$ cat src/rtl/l1_device_responder.sv
// Device-side L1 interconnect endpoint: one peripheral access per request, responses queued in a
// credit-protected FIFO. Define L1_RESP_BYPASS_EN to let a response skip an empty FIFO.
module l1_resp_fifo #(
  parameter int Width = 33,
  parameter int Depth = 4
) (
  input  logic             clk_i,
  input  logic             rst_i,
  input  logic             push,
  input  logic [Width-1:0] wdata,
  input  logic             pop,
  output logic             empty,
  output logic [Width-1:0] rdata
);
  localparam int PtrW = $clog2(Depth);

  logic [Width-1:0] mem [Depth];
  // Extra MSB on each pointer distinguishes full from empty after wrap.
  logic [PtrW:0]    wr_ptr, rd_ptr;

  assign empty = (wr_ptr == rd_ptr);
  assign rdata = mem[rd_ptr[PtrW-1:0]];

  always_ff @(posedge clk_i or posedge rst_i) begin
    if (rst_i) begin
      wr_ptr <= '0;
      rd_ptr <= '0;
      for (int i = 0; i < Depth; i++) mem[i] <= '0;
    end else begin
      if (push) begin
        mem[wr_ptr[PtrW-1:0]] <= wdata;
        wr_ptr                <= wr_ptr + 1'b1;
      end
      if (pop) rd_ptr <= rd_ptr + 1'b1;
    end
  end
endmodule

module l1_device_responder #(
  parameter int DataWidth    = 32,
  parameter int AddrWidth    = 20,
  parameter int NbrHostsLog2 = 1,
  parameter int FifoDepth    = 4
) (
  input  logic                    clk_i,
  input  logic                    rst_i,
  input  logic                    req_valid_i,
  output logic                    req_ready_o,
  input  logic [NbrHostsLog2-1:0] req_ini_addr_i,
  input  logic [AddrWidth-1:0]    req_tgt_addr_i,
  input  logic                    req_wen_i,
  input  logic [DataWidth-1:0]    req_wdata_i,
  input  logic [DataWidth/8-1:0]  req_be_i,
  output logic                    resp_valid_o,
  input  logic                    resp_ready_i,
  output logic [NbrHostsLog2-1:0] resp_ini_addr_o,
  output logic [DataWidth-1:0]    resp_rdata_o,
  output logic                    dev_req_o,
  output logic                    dev_we_o,
  output logic [DataWidth/8-1:0]  dev_be_o,
  output logic [31:0]             dev_addr_o,
  output logic [DataWidth-1:0]    dev_wdata_o,
  input  logic                    dev_rvalid_i,
  input  logic [DataWidth-1:0]    dev_rdata_i
);
  localparam int CntW = $clog2(FifoDepth + 1);

  typedef struct packed {
    logic [NbrHostsLog2-1:0] ini;
    logic [DataWidth-1:0]    data;
  } resp_t;

  logic [CntW-1:0]         count;
  logic                    inflight_v, inflight_wen;
  logic [NbrHostsLog2-1:0] inflight_ini;
  logic                    acc, push, pop, discard, byp_take, empty;
  resp_t                   dev_resp, head, resp;

  // Credits cover every accepted request until its response leaves, so a push never overflows.
  assign req_ready_o = (count < CntW'(FifoDepth)) & ~rst_i;
  assign acc         = req_valid_i & req_ready_o;

  assign dev_req_o   = acc;
  assign dev_we_o    = req_wen_i;
  assign dev_be_o    = req_be_i;
  assign dev_addr_o  = 32'(req_tgt_addr_i);
  assign dev_wdata_o = req_wdata_i;

  assign dev_resp.ini  = inflight_ini;
  assign dev_resp.data = inflight_wen ? '0 : dev_rdata_i;

  assign pop     = ~empty & resp_ready_i;
  assign discard = inflight_v & ~dev_rvalid_i;

`ifdef L1_RESP_BYPASS_EN
  logic byp_valid;
  assign byp_valid    = empty & inflight_v & dev_rvalid_i;
  assign byp_take     = byp_valid & resp_ready_i;
  assign resp_valid_o = ~empty | byp_valid;
  assign resp         = byp_valid ? dev_resp : head;
`else
  assign byp_take     = 1'b0;
  assign resp_valid_o = ~empty;
  assign resp         = head;
`endif

  assign push            = inflight_v & dev_rvalid_i & ~byp_take;
  assign resp_ini_addr_o = resp.ini;
  assign resp_rdata_o    = resp.data;

  l1_resp_fifo #(
    .Width ($bits(resp_t)),
    .Depth (FifoDepth)
  ) u_fifo (
    .clk_i (clk_i),
    .rst_i (rst_i),
    .push  (push),
    .wdata (dev_resp),
    .pop   (pop),
    .empty (empty),
    .rdata (head)
  );

  // A missing peripheral reply and a FIFO pop may both release a credit in the same cycle.
  always_ff @(posedge clk_i or posedge rst_i) begin
    if (rst_i) begin
      count        <= '0;
      inflight_v   <= 1'b0;
      inflight_wen <= 1'b0;
      inflight_ini <= '0;
    end else begin
      count      <= count + CntW'(acc) - CntW'(pop) - CntW'(discard) - CntW'(byp_take);
      inflight_v <= acc;
      if (acc) begin
        inflight_wen <= req_wen_i;
        inflight_ini <= req_ini_addr_i;
      end
    end
  end
endmodule
$ cat config.mk
export PLATFORM = sky130hd
export DESIGN_NAME = l1_device_responder
export DESIGN_NICKNAME = d
export VERILOG_FILES = /design/src/rtl/l1_device_responder.sv
export SDC_FILE = /design/constraint.sdc
export NUM_CORES = 1
export LEC_CHECK = 0
export ABC_AREA = 1
export CAP_MARGIN = 30
export CORE_MARGIN = 2
export CORE_UTILIZATION = 35
export CTS_CLUSTER_SIZE = 10
export DETAILED_ROUTE_END_ITERATION = 8
export PLACE_DENSITY = 0.59
export SLEW_MARGIN = 0
export SYNTH_ARGS = -nofsm -noshare
export SYNTH_HDL_FRONTEND = slang
export SYNTH_SLANG_ARGS = --single-unit
$ cat constraint.sdc
create_clock -name clk_i -period 9.4 [get_ports clk_i]
set_input_delay 1.88 -clock clk_i [delete_from_list [all_inputs] [get_ports clk_i]]
set_output_delay 1.88 -clock clk_i [all_outputs]
set_load 0.005 [all_outputs]
# Word-level counts from Yosys, hierarchy flattened
# Cells that the tools add are included.
# totals
out_inout_bits,105
word_cells,38
in_bits,95
reg_bits,144
# op_classes
mux,7
eq_ne,1
n_lt_le_gt_ge,4
bitwise_logic,10
addsub,5
n_reduce_logical,1
# op_table
cell,n
bitwise mux 132 bit,1
two-way mux 33 bit,3
binary-select mux 33 bit (select 2 bit),1
demux 33 bit (select 2 bit),1
two-way mux 32 bit,1
adder 3 x 1 -> 3 bit (second input constant),2
greater-or-equal comparator 3 bit (second input constant),2
NOT 2 -> 3 bit,2
subtractor 3 x 1 -> 3 bit,2
AND 1 bit,5
adder 3 x 1 -> 3 bit,1
equality test 3 bit,1
less-than comparator 3 x 1 -> 1 bit (second input constant),1
less-than comparator 3 bit (second input constant),1
NOT 1 bit,3
logical AND 1 bit,1

# Depth between registers and ports, before layout
# depth
ltp_word,6
ltp_mapped,11
depth_no_buf,11

# Cells and area by module
# A second synthesis with hierarchy kept.
# unflattened
hier_cells,992
area_unflattened_um2,7896.3
# modules_own_cells
mod,area_per_inst_um2,seq_area_each_um2,cells_per_inst,instances
l1_resp_fifo,6754.0,3453.3,815,1
l1_device_responder,1142.3,150.1,177,1

# Least setup slack after synthesis
# No wires, ideal clock.
# synth_path
kind,in2out
start,input rst_i
end,output dev_req_o
n_path_buf,0
cell_stages,3
arrival_time_ps,2264
required_ps,7520
setup_slack_ps,5256
cell_sequence,nor2_1 -> nand2_1 -> inv_1
# synth_via
elab_chain_cells,3
# synth_rtl
element,line_no,text
"start, declared",46,"input logic rst_i,"
NOT 1 bit,80,assign req_ready_o = (count < CntW'(FifoDepth)) & ~rst_i;
AND 1 bit,80,
AND 1 bit,81,assign acc = req_valid_i & req_ready_o;
"end, declared",58,"output logic dev_req_o,"
# No other way between the ends.

# Worst setup path in the final report
# Ends and elaborated chain as after synthesis.

==> out/qor.txt <==
Sink Count - 144
crit-path max FO - 5
number of global-route vias before repair - 5033
post-place instance area - 0.00812 sq mm
Slew @ Worst Pin - 0.933 ns
effective utilization at floorplan - 0.355
Fin Setup TNS - 0 ns
number of buffers inserted during clock tree synthesis - 17
post-synthesis instance area - 0.00771 sq mm
number of placed instances, taps included - 1009
final instance count without filler cells - 1041
fmax - 192 MHz
Static Leak - 4.31 nW
number of setup violations in the final report - 0
number of post-CTS setup repair buffers - 0
mean post-synth cell area - 10.4 sq um
largest vdd supply drop - 0.158 mV
crit path DAT - 3.33 ns
total number of vias - 4904
Die ar. - 0.0232 sq mm
layout overhead on the synthesized area - 14.0%
CTS Root Buffer Type - clkbuf_16
Cell Rows - 54
distinct cell type count of the synthesized netlist - 23
share of final-layout standard cells stronger than drive strength 1 - 0.192
final critical delay including setup and external delays - 5.21 ns
sequential share of power - 0.333
class of the most critical hold timing path - register to register
total number of nets in the final design - 852
antenna cell count - 0
area of the core region - 0.0218 sq mm
wire length of the first global-routing pass - 27600 microns
Critical Path Start Type - input port
post-placement setup slack - 4.17 ns
Residual DRC - 0
top area cells in the synthesized netlist - dfrtp_1 (47%), mux2_4 (18%), buf_4 (6.8%)
overall routed net length - 16600 microns
count of input and output buffers - 75
clk_lat worst skew - 0.42 ns
remaining max-slew budget at the tightest pin - 0.378
number of DRC violations after detailed-routing iteration 0 - 347
unrepaired setup endpoints after global routing - no
antenna violations before repair - 0
horizontal die dimension - 152 microns
part of the total power dissipated in combinational logic - 0.405
power per standard cell area - 337 mW/mm^2
Ports - 200
Mapped Cells - 745
endpoint of the worst hold-timing path - count[0]
sequential area share after synthesis - 0.467
Pint - 2.00 mW
part of the total power dissipated in the clock network - 0.262
post-DR vias/cell - 4.71
r2r setup slk - 6.34 ns
maximum number of pins on one net before global-route repair - 74
period utilization - 0.554
number of H-tree levels - 4
maximum clock skew at final layout - 0.00651 ns
Final Hold Vio Count - 0
final weighted congestion in routability-driven placement - 0.711
Crit Reg-Reg Startpoint - u_fifo.rd_ptr[0]
GRT Resource Usage Total - 0.150
number of pins exceeding their max-slew limit in the final report - 0
overflow left after global routing - 0
most common library cell in the layout ignoring fill and taps - dfrtp_1
required time of the worst setup path - 7.52 ns
Chip Height - 152 microns
Switching Power - 0.964 mW
TritonCTS clock tree - done
startpoint of the most critical hold path - count[0]
reg2reg end - count[2]
register bit total from synthesis - 144
area of all placed cells without fillers - 0.00879 sq mm
final antenna-violating net count - 0
number of hold buffers added after CTS - 0
Worst Hold Depth - 1
commonest cells after routing, fill and taps aside - dfrtp_1 (143), nand2_1 (120), nor2_1 (100)
Filler cells - 2144
total number of yosys warnings - 0
routed len/inst - 15.9 microns
worst r2r path cells - 10
register clock-pin slew on the reported worst setup and hold paths - 0.06 ns
number of buffers between clock root and the deepest sink - 2
top-area cell type share of the netlist area - 0.467
largest area contributor in the netlist - dfrtp_1
worst path setup slack after routing - 4.19 ns
core occupancy in the finished layout - 0.404
half-perimeter wire length after placement - 9620 microns
result of the run - finished clean
worst setup path category - input port to output port
kind of end point of the critical path - output port
switch share - 0.326
number of iterations in the first detailed-routing pass - 6
max-cap violation count - 0
post-cts sizing count - 0
==> critical path, stage by stage <==
cell and delay, ns:
clkdlybuf4s50_1 0.49, nor2_1 0.17, nand2_1 0.10, inv_1 0.16, clkdlybuf4s50_1 0.53
==> through the flow <==
step,hold WS (ns),total power [mW]
finish,0.478,2.96
global route,0.497,3.17
CTS,0.482,2.99
detailed placement,0.466,2.20
global placement,0.463,2.17
floorplan,0.450,1.74
==> registers in the layout (all words and copies together), names as in the netlist <==
signal,count
inflight_wen,1
inflight_ini,1
count,3
inflight_v,1
u_fifo.mem,132
u_fifo.rd_ptr,3
u_fifo.wr_ptr,3
==> synthesized netlist by cell type (all sizes together) <==
cell type / instances
nand2: 121
xor2: 3
nor2: 103
nand3: 5
fa: 1
o21ai: 66
o22ai: 33
dfrtp: 144
ha: 8
xnor2: 3
buf: 92
clkbuf: 17
conb: 1
mux2: 99
inv: 48
a21oi: 1
==> power groups by stage <==
stage               Combinational (mW)  Sequential, mW  Clock, mW
floorplan                        0.793           0.946          0
global placement                  1.18           0.988          0
detailed placement                1.21           0.989          0
CTS                               1.22           0.985      0.786
global route                      1.34            1.02      0.821
finish                            1.20           0.986      0.775
==> cell families after synthesis <==
kind of cell / Yosys count / share of synthesized area
compound gates: 100 / 0.0702
xor+xnor: 6 / 0.00681
fa+ha+maj: 9 / 0.0156
buf+inv: 157 / 0.131
flops: 144 / 0.467
mux: 99 / 0.188
other cells: 1 / 0.000486
simple gates: 229 / 0.120
==> how the worst max path moves through the flow <==
stage | depth (start not counted) | startpoint | endpoint | slack, ns
2_1_floorplan | 1 | rst_i | count[0] | 3.65
3_3_place_gp | 5 | rst_i | dev_req_o | 4.19
3_5_place_dp | 5 | rst_i | dev_req_o | 4.17
4_1_cts | 5 | rst_i | dev_req_o | 4.17
5_1_grt | 5 | rst_i | dev_req_o | 4.06
6_report | 5 | rst_i | dev_req_o | 4.19
==> routing by layer <==
| layer | global-route usage | up-vias | part of all wire |
|---|---|---|---|
| met5 | 0 | - | 0 |
| met4 | 0.0450 | 0 | 0.013 |
| met3 | 0.0401 | 33 | 0.046 |
| met2 | 0.228 | 116 | 0.45 |
| met1 | 0.212 | 2412 | 0.49 |
| li1 | - | 2343 | - |
==> final cells by class <==
type / instances / area (sq um) / share of cell area
multi-input cells: 455 / 3140 / 0.357
flip-flops and latches: 144 / 3600 / 0.410
inverters: 48 / 185 / 0.0211
repair buffers: 82 / 836 / 0.0951
clock buffers: 20 / 467 / 0.0531
clock inverters: 12 / 210 / 0.0239
well taps: 280 / 350 / 0.0398
(Power assumes the default switching activity.)
